===== src/rtl/prog_loader_pkg.sv =====
// Shared types and constants for the program-memory loader.
package prog_loader_pkg;

  localparam int INSTR_W = 14;
  localparam int HI_BITS = 6;

  typedef enum logic [3:0] {
    IDLE,
    CNT_HI,
    CNT_LO,
    W_HI,
    W_LO,
    WRITE,
    CHK,
    DONE,
    ERR
  } state_t;

endpackage


===== src/rtl/prog_loader_if.sv =====
// Byte-stream handshake plus program-memory write port of the loader.
interface prog_loader_if
  import prog_loader_pkg::*;
#(
  parameter int ADDR_W = 11
);

  logic               byte_valid;
  logic [7:0]         byte_data;
  logic               byte_ready;
  logic               pm_we;
  logic [ADDR_W-1:0]  pm_addr;
  logic [INSTR_W-1:0] pm_wdata;

  modport master (
    output byte_valid, byte_data,
    input  byte_ready, pm_we, pm_addr, pm_wdata
  );

  modport slave (
    input  byte_valid, byte_data,
    output byte_ready, pm_we, pm_addr, pm_wdata
  );

endinterface


===== src/rtl/prog_loader.sv =====
// Framed, checksummed program loader: packs byte pairs into 14-bit words,
// writes them sequentially to program memory and holds the CPU until verified.
module prog_loader
  import prog_loader_pkg::*;
#(
  parameter int ADDR_W    = 11,
  parameter int BASE_ADDR = 0
) (
  input  logic              clk,
  input  logic              rst,
  input  logic              start,
  prog_loader_if.slave      bus,
  output logic              cpu_hold,
  output logic [ADDR_W:0]   word_count,
  output logic              done,
  output logic              err
);

  localparam logic [ADDR_W-1:0] BASE      = ADDR_W'(BASE_ADDR);
  localparam logic [31:0]       MAX_WORDS = 32'd1 << ADDR_W;

  state_t              state;
  logic [7:0]          cnt_hi;
  logic [7:0]          csum;
  logic [15:0]         n_words;
  logic [HI_BITS-1:0]  hi_bits;

  logic                xfer;
  logic [7:0]          csum_next;
  logic [15:0]         n_rx;
  logic [ADDR_W:0]     idx_next;
  logic                last_word;

  assign xfer      = bus.byte_valid && bus.byte_ready;
  assign csum_next = csum + bus.byte_data;
  assign n_rx      = {cnt_hi, bus.byte_data};
  assign idx_next  = word_count + (ADDR_W+1)'(1);
  assign last_word = (32'(idx_next) == 32'(n_words));

  // word_count doubles as the write index; pm_addr is re-registered whenever
  // the index moves so it always equals BASE + index without an adder on the output.
  always_ff @(posedge clk) begin
    if (rst) begin
      state          <= IDLE;
      bus.byte_ready <= 1'b0;
      bus.pm_we      <= 1'b0;
      bus.pm_addr    <= BASE;
      bus.pm_wdata   <= '0;
      cpu_hold       <= 1'b0;
      word_count     <= '0;
      done           <= 1'b0;
      err            <= 1'b0;
      csum           <= '0;
      cnt_hi         <= '0;
      n_words        <= '0;
      hi_bits        <= '0;
    end else begin
      bus.pm_we <= 1'b0;
      if (xfer) csum <= csum_next;

      case (state)
        IDLE, DONE, ERR: begin
          if (start) begin
            state          <= CNT_HI;
            bus.byte_ready <= 1'b1;
            cpu_hold       <= 1'b1;
            done           <= 1'b0;
            err            <= 1'b0;
            csum           <= '0;
            word_count     <= '0;
            bus.pm_addr    <= BASE;
          end
        end

        CNT_HI: begin
          if (xfer) begin
            cnt_hi <= bus.byte_data;
            state  <= CNT_LO;
          end
        end

        CNT_LO: begin
          if (xfer) begin
            n_words <= n_rx;
            if (n_rx != 16'd0 && 32'(n_rx) <= MAX_WORDS) begin
              state <= W_HI;
            end else begin
              state          <= ERR;
              err            <= 1'b1;
              bus.byte_ready <= 1'b0;
            end
          end
        end

        W_HI: begin
          if (xfer) begin
            if (bus.byte_data[7:6] == 2'b00) begin
              hi_bits <= bus.byte_data[HI_BITS-1:0];
              state   <= W_LO;
            end else begin
              state          <= ERR;
              err            <= 1'b1;
              bus.byte_ready <= 1'b0;
            end
          end
        end

        W_LO: begin
          if (xfer) begin
            bus.pm_wdata   <= {hi_bits, bus.byte_data};
            bus.pm_we      <= 1'b1;
            bus.byte_ready <= 1'b0;
            state          <= WRITE;
          end
        end

        WRITE: begin
          word_count     <= idx_next;
          bus.pm_addr    <= BASE + idx_next[ADDR_W-1:0];
          bus.byte_ready <= 1'b1;
          state          <= last_word ? CHK : W_HI;
        end

        CHK: begin
          if (xfer) begin
            bus.byte_ready <= 1'b0;
            if (csum_next == 8'd0) begin
              state    <= DONE;
              done     <= 1'b1;
              cpu_hold <= 1'b0;
            end else begin
              state <= ERR;
              err   <= 1'b1;
            end
          end
        end

        default: begin
          state          <= IDLE;
          bus.byte_ready <= 1'b0;
          cpu_hold       <= 1'b0;
        end
      endcase
    end
  end

endmodule


===== src/flat_wrapper.sv =====
// flat-port wrapper written by rule: the top's interface ports become plain ports
module prog_loader_flat import prog_loader_pkg::*;
#(
  parameter int ADDR_W    = 11,
  parameter int BASE_ADDR = 0
)
  (clk, rst, start, cpu_hold, word_count, done, err, bus_byte_valid, bus_byte_data, bus_byte_ready, bus_pm_we, bus_pm_addr, bus_pm_wdata);
  prog_loader_if #(.ADDR_W(ADDR_W)) bus_i ();
  input  logic clk;
  input  logic rst;
  input  logic start;
  output logic cpu_hold;
  output logic [ADDR_W:0] word_count;
  output logic done;
  output logic err;
  input wire logic [$bits(bus_i.byte_valid)-1:0] bus_byte_valid;
  input wire logic [$bits(bus_i.byte_data)-1:0] bus_byte_data;
  output wire logic [$bits(bus_i.byte_ready)-1:0] bus_byte_ready;
  output wire logic [$bits(bus_i.pm_we)-1:0] bus_pm_we;
  output wire logic [$bits(bus_i.pm_addr)-1:0] bus_pm_addr;
  output wire logic [$bits(bus_i.pm_wdata)-1:0] bus_pm_wdata;
  assign bus_i.byte_valid = bus_byte_valid;
  assign bus_i.byte_data = bus_byte_data;
  assign bus_byte_ready = bus_i.byte_ready;
  assign bus_pm_we = bus_i.pm_we;
  assign bus_pm_addr = bus_i.pm_addr;
  assign bus_pm_wdata = bus_i.pm_wdata;
  prog_loader #(.ADDR_W(ADDR_W), .BASE_ADDR(BASE_ADDR)) u_core (.clk(clk), .rst(rst), .start(start), .bus(bus_i), .cpu_hold(cpu_hold), .word_count(word_count), .done(done), .err(err));
endmodule

===== config.mk =====
export PLATFORM = sky130hd
export DESIGN_NAME = prog_loader_flat
export DESIGN_NICKNAME = d
export VERILOG_FILES = /design/src/rtl/prog_loader_pkg.sv /design/src/rtl/prog_loader_if.sv /design/src/rtl/prog_loader.sv /design/src/flat_wrapper.sv
export SDC_FILE = /design/constraint.sdc
export NUM_CORES = 1
export LEC_CHECK = 0
export ABC_AREA = 1
export CAP_MARGIN = 20
export CORE_MARGIN = 2
export CORE_UTILIZATION = 55
export CTS_BUF_LIST = sky130_fd_sc_hd__clkbuf_8
export DETAILED_ROUTE_END_ITERATION = 8
export PLACE_DENSITY = 0.81
export SLEW_MARGIN = 10
export SYNTH_ARGS = -nofsm -noshare
export SYNTH_HDL_FRONTEND = slang
export SYNTH_SLANG_ARGS = --single-unit

===== constraint.sdc =====
create_clock -name clk -period 2.51 [get_ports clk]
set_input_delay 0.3765 -clock clk [delete_from_list [all_inputs] [get_ports clk]]
set_output_delay 0.3765 -clock clk [all_outputs]
set_load 0.02 [all_outputs]

==> results.yml <==
run_status:
  status: "finished clean"
worst_setup_path:
  path_class: "in -> reg"
  startpoint: "bus_byte_data[0]"
  critPathTopFamily: "simple AND/OR/NAND/NOR gates"
  endpoint_kind: "flop"
  cp_data_required_time_ps: 2740
  cp-start-kind: "input port"
  path_buf_inv: 2
  crit_chain: "clkdlybuf4s50_1 > ha_1 > fa_1 > or2_2 > nor2_2 > nand3_1 > nor2_2 > nand4_4 > nand2_1 > inv_1 > nor2_1 > nor2_1"
  arrival_ps: 2610
  slowest_stage: "fa_1"
  crit_fanout: 5
  r2r_start: "u_core.csum[0]"
  worst_path_largest_cell_delay_ps: 470
logic_synthesis:
  ys_top_cells_by_count: "148 x nand2_1, 73 x dfxtp_1, 69 x a21oi_1"
  post_synth.cell_area_avg_um2: 6.60
  ys_ff_latch: 73
  synth_top_cell_by_area: "dfxtp_1"
  synth_nets: 609
  synthArstFlopShare_pct: 0
  synthesis.area_um2: 3880
  netlist_instances: 588
  synth_most_common_cell: "nand2_1"
  yosysWarnings: 0
  yosys_most_used_dff: "dfxtp_1"
  synth_cell_types: 30
  ys_seq_area_share_pct: 37.6
  synth-edff-count: 0
  synth_area_leaders: "dfxtp_1 38%, nand2_1 14%, a21oi_1 8.9%, nand3_1 8.1%, inv_1 6.5%"
  synth_top_area_share_pct: 37.6
layout:
  fin_area_um2: 4700
  seq_area_um2: 1460
  multi_input_area_um2: 2010
  diodes: 0
  num-nets-final: 661
  area_delta_synth_final_pct: 21.0
  drive_gt1_share_pct: 8.06
  fill_cells: 609
power_and_ir_drop:
  cellLeakagePower_nw: 1.89
  switching_share_pct: 36.4
  seqPwrFrac_pct: 43.1
  clkPwrFrac_pct: 29.0
  cellInternalPower_mw: 1.91
  p_total_mw: 3.00
  power_density_nw_per_um2: 638
  ir_drop_uv: 372
  p_sw_mw: 1.09
  comb_power_share_pct: 27.9
routing:
  highest_layer: "met4"
  wire_per_inst_um: 12.5
  num_vias: 3861
  drtIter0Drc: 263
  drc: 0
  m1WireLength_mm: 4.18
  vias_per_cell: 5.21
  met3_length_um: 420
  antenna_left: 0
  dr.pass1.iters: 5
  routed_wl_mm: 9.24
  wl_met2_mm: 4.46
run:
  max_cap_viol_count: 0
global_route:
  grt_max_degree: 36
  antenna_found_initial: 0
  grt_overflow: 0
  grt_usage_pct: 24.8
  grt_pass1_vias: 3460
  grt_pass1_wl_mm: 15.3
clocking:
  cts_buffers: 9
  worst_skew_pair.late_latency_ps: 350
  h-tree-depth: 3
  tritoncts: "yes"
  cts_buffer_depth: 2
  cts.sinks: 73
  cts_setup_buffers: 0
  cts-root-buf: "clkbuf_8"
  clk_pin_slew_ps: 80
timing:
  period_share_pct: 94.9
  setup_violations: 0
  drv_slew: 0
  worst_slew_pin_slew_ps: 601
  period_minus_slack_ps: 2380
  hold_viol: 0
  maxSlewHeadroom_pct: 59.9
  rsz0062_at_grt: "false"
  fmax_mhz: 420
  clock_skew_ps: 12.5
placement:
  gp_congestion: 0.897
  hpwl_mm: 6.88
  dpl_cell_area_um2: 4500
  port_buffers: 53
floorplanning:
  initial_core_util_pct: 56.8
  die_h_um: 88.0
  ios: 54
  die_width_um: 88.0
  fp-row-count: 30
  core_um2: 6830
  die-area_um2: 7750
hold_path:
  hold_start: "u_core.n_words[13]"
  worstHoldPathType: "reg -> reg"
==> stage by stage <==
| step | utilization [%] | setup WS, ps | setup TNS, ps | hold WS, ps | instances |
|---|---|---|---|---|---|
| 5_1_grt | 68.8 | 3.04 | 0 | 476 | 741 |
| 3_3_place_gp | 65.9 | -261 | -1500 | 443 | 725 |
| 2_1_floorplan | - | 339 | 0 | 429 | 588 |
| 4_1_cts | 68.6 | 77.2 | 0 | 459 | 741 |
| 6_report | 68.8 | 128 | 0 | 456 | 741 |
| 3_5_place_dp | 65.9 | -288 | -1650 | 446 | 725 |
==> flip-flops by register name, summed over array words and instances (netlist names) <==
register,flops
u_core.cnt_hi,8
u_core.cpu_hold,1
u_core.word_count,12
u_core.err,1
u_core.done,1
u_core.bus.byte_ready,1
u_core.csum,8
u_core.state,4
u_core.n_words,16
u_core.bus.pm_wdata,14
u_core.hi_bits,6
u_core.bus.pm_we,1
==> metal layers <==
layer / vias to the layer above / GRT usage, %
met5: - / 0
met4: 0 / 11.3
met3: 18 / 4.81
met2: 102 / 41.7
met1: 1741 / 30.8
li1: 2000 / -
==> path summary, 6_finish.rpt <==
path,to,slack [ps],cells after the start
worst max register to register,u_core.err,300,11
worst min-delay path,u_core.n_words[13],460,2
worst min register to register,u_core.n_words[13],460,2
worst max-delay path,u_core.err,130,12
==> repair_timing <==
action | in CTS | in global routing
gates resized for setup | 0 | 3
endpoints found under the hold margin | 0 | 0
endpoints found under the setup margin | 0 | 6
hold buffers | 0 | 0
==> power groups by stage <==
stage / combinational (mW) / clock (mW) / sequential (mW)
global placement: 0.806 / 0 / 1.32
detailed placement: 0.822 / 0 / 1.32
global route: 0.949 / 0.940 / 1.30
floorplan: 0.569 / 0 / 1.33
CTS: 0.827 / 0.886 / 1.29
finish: 0.837 / 0.869 / 1.29
==> cell type report <==
cell class / instances / area share, %
tap: 96 / 2.56
multi-input combinational: 415 / 42.7
clock buffer: 9 / 2.64
timing repair buffer: 71 / 14.2
inverter: 70 / 5.59
clock inverter: 7 / 1.28
sequential: 73 / 31.1
==> layout by cell type (no fill, tap or decap), types with 9 or more instances in the layout <==
cell / Yosys / final
nand2_1: 148 / 148
dfxtp_1: 73 / 73
a21oi_1: 69 / 69
inv_1: 67 / 67
nand3_1: 63 / 63
clkdlybuf4s50_1: 0 / 53
nor2_1: 53 / 51
o21ai_0: 35 / 35
buf_4: 13 / 18
clkbuf_8: 0 / 9
==> worst reg2reg max path, stage by stage (launching register included) <==
cell,delay (ps)
dfxtp_1,320
ha_1,200
fa_1,470
or2_2,310
nor2_2,100
nand3_1,90
nor2_2,160
nand4_4,150
nand2_1,100
inv_1,50
nor2_1,90
nor2_1,50
==> logic make-up (layout without fill, tap and decap cells) <==
kind of cell               count (synthesis)  in the layout  synth area share, %
adders and majority gates                  9              9                 3.09
xor gates and xnor gates                   2              2                0.451
DFF                                       73             73                 37.6
buffers and inverters                    100            157                 11.1
AOI/OAI and AO/OA                        113            113                 15.2
and+or+nand+nor                          291            291                 32.5
Note: power is estimated with default switching activity, not from simulation.
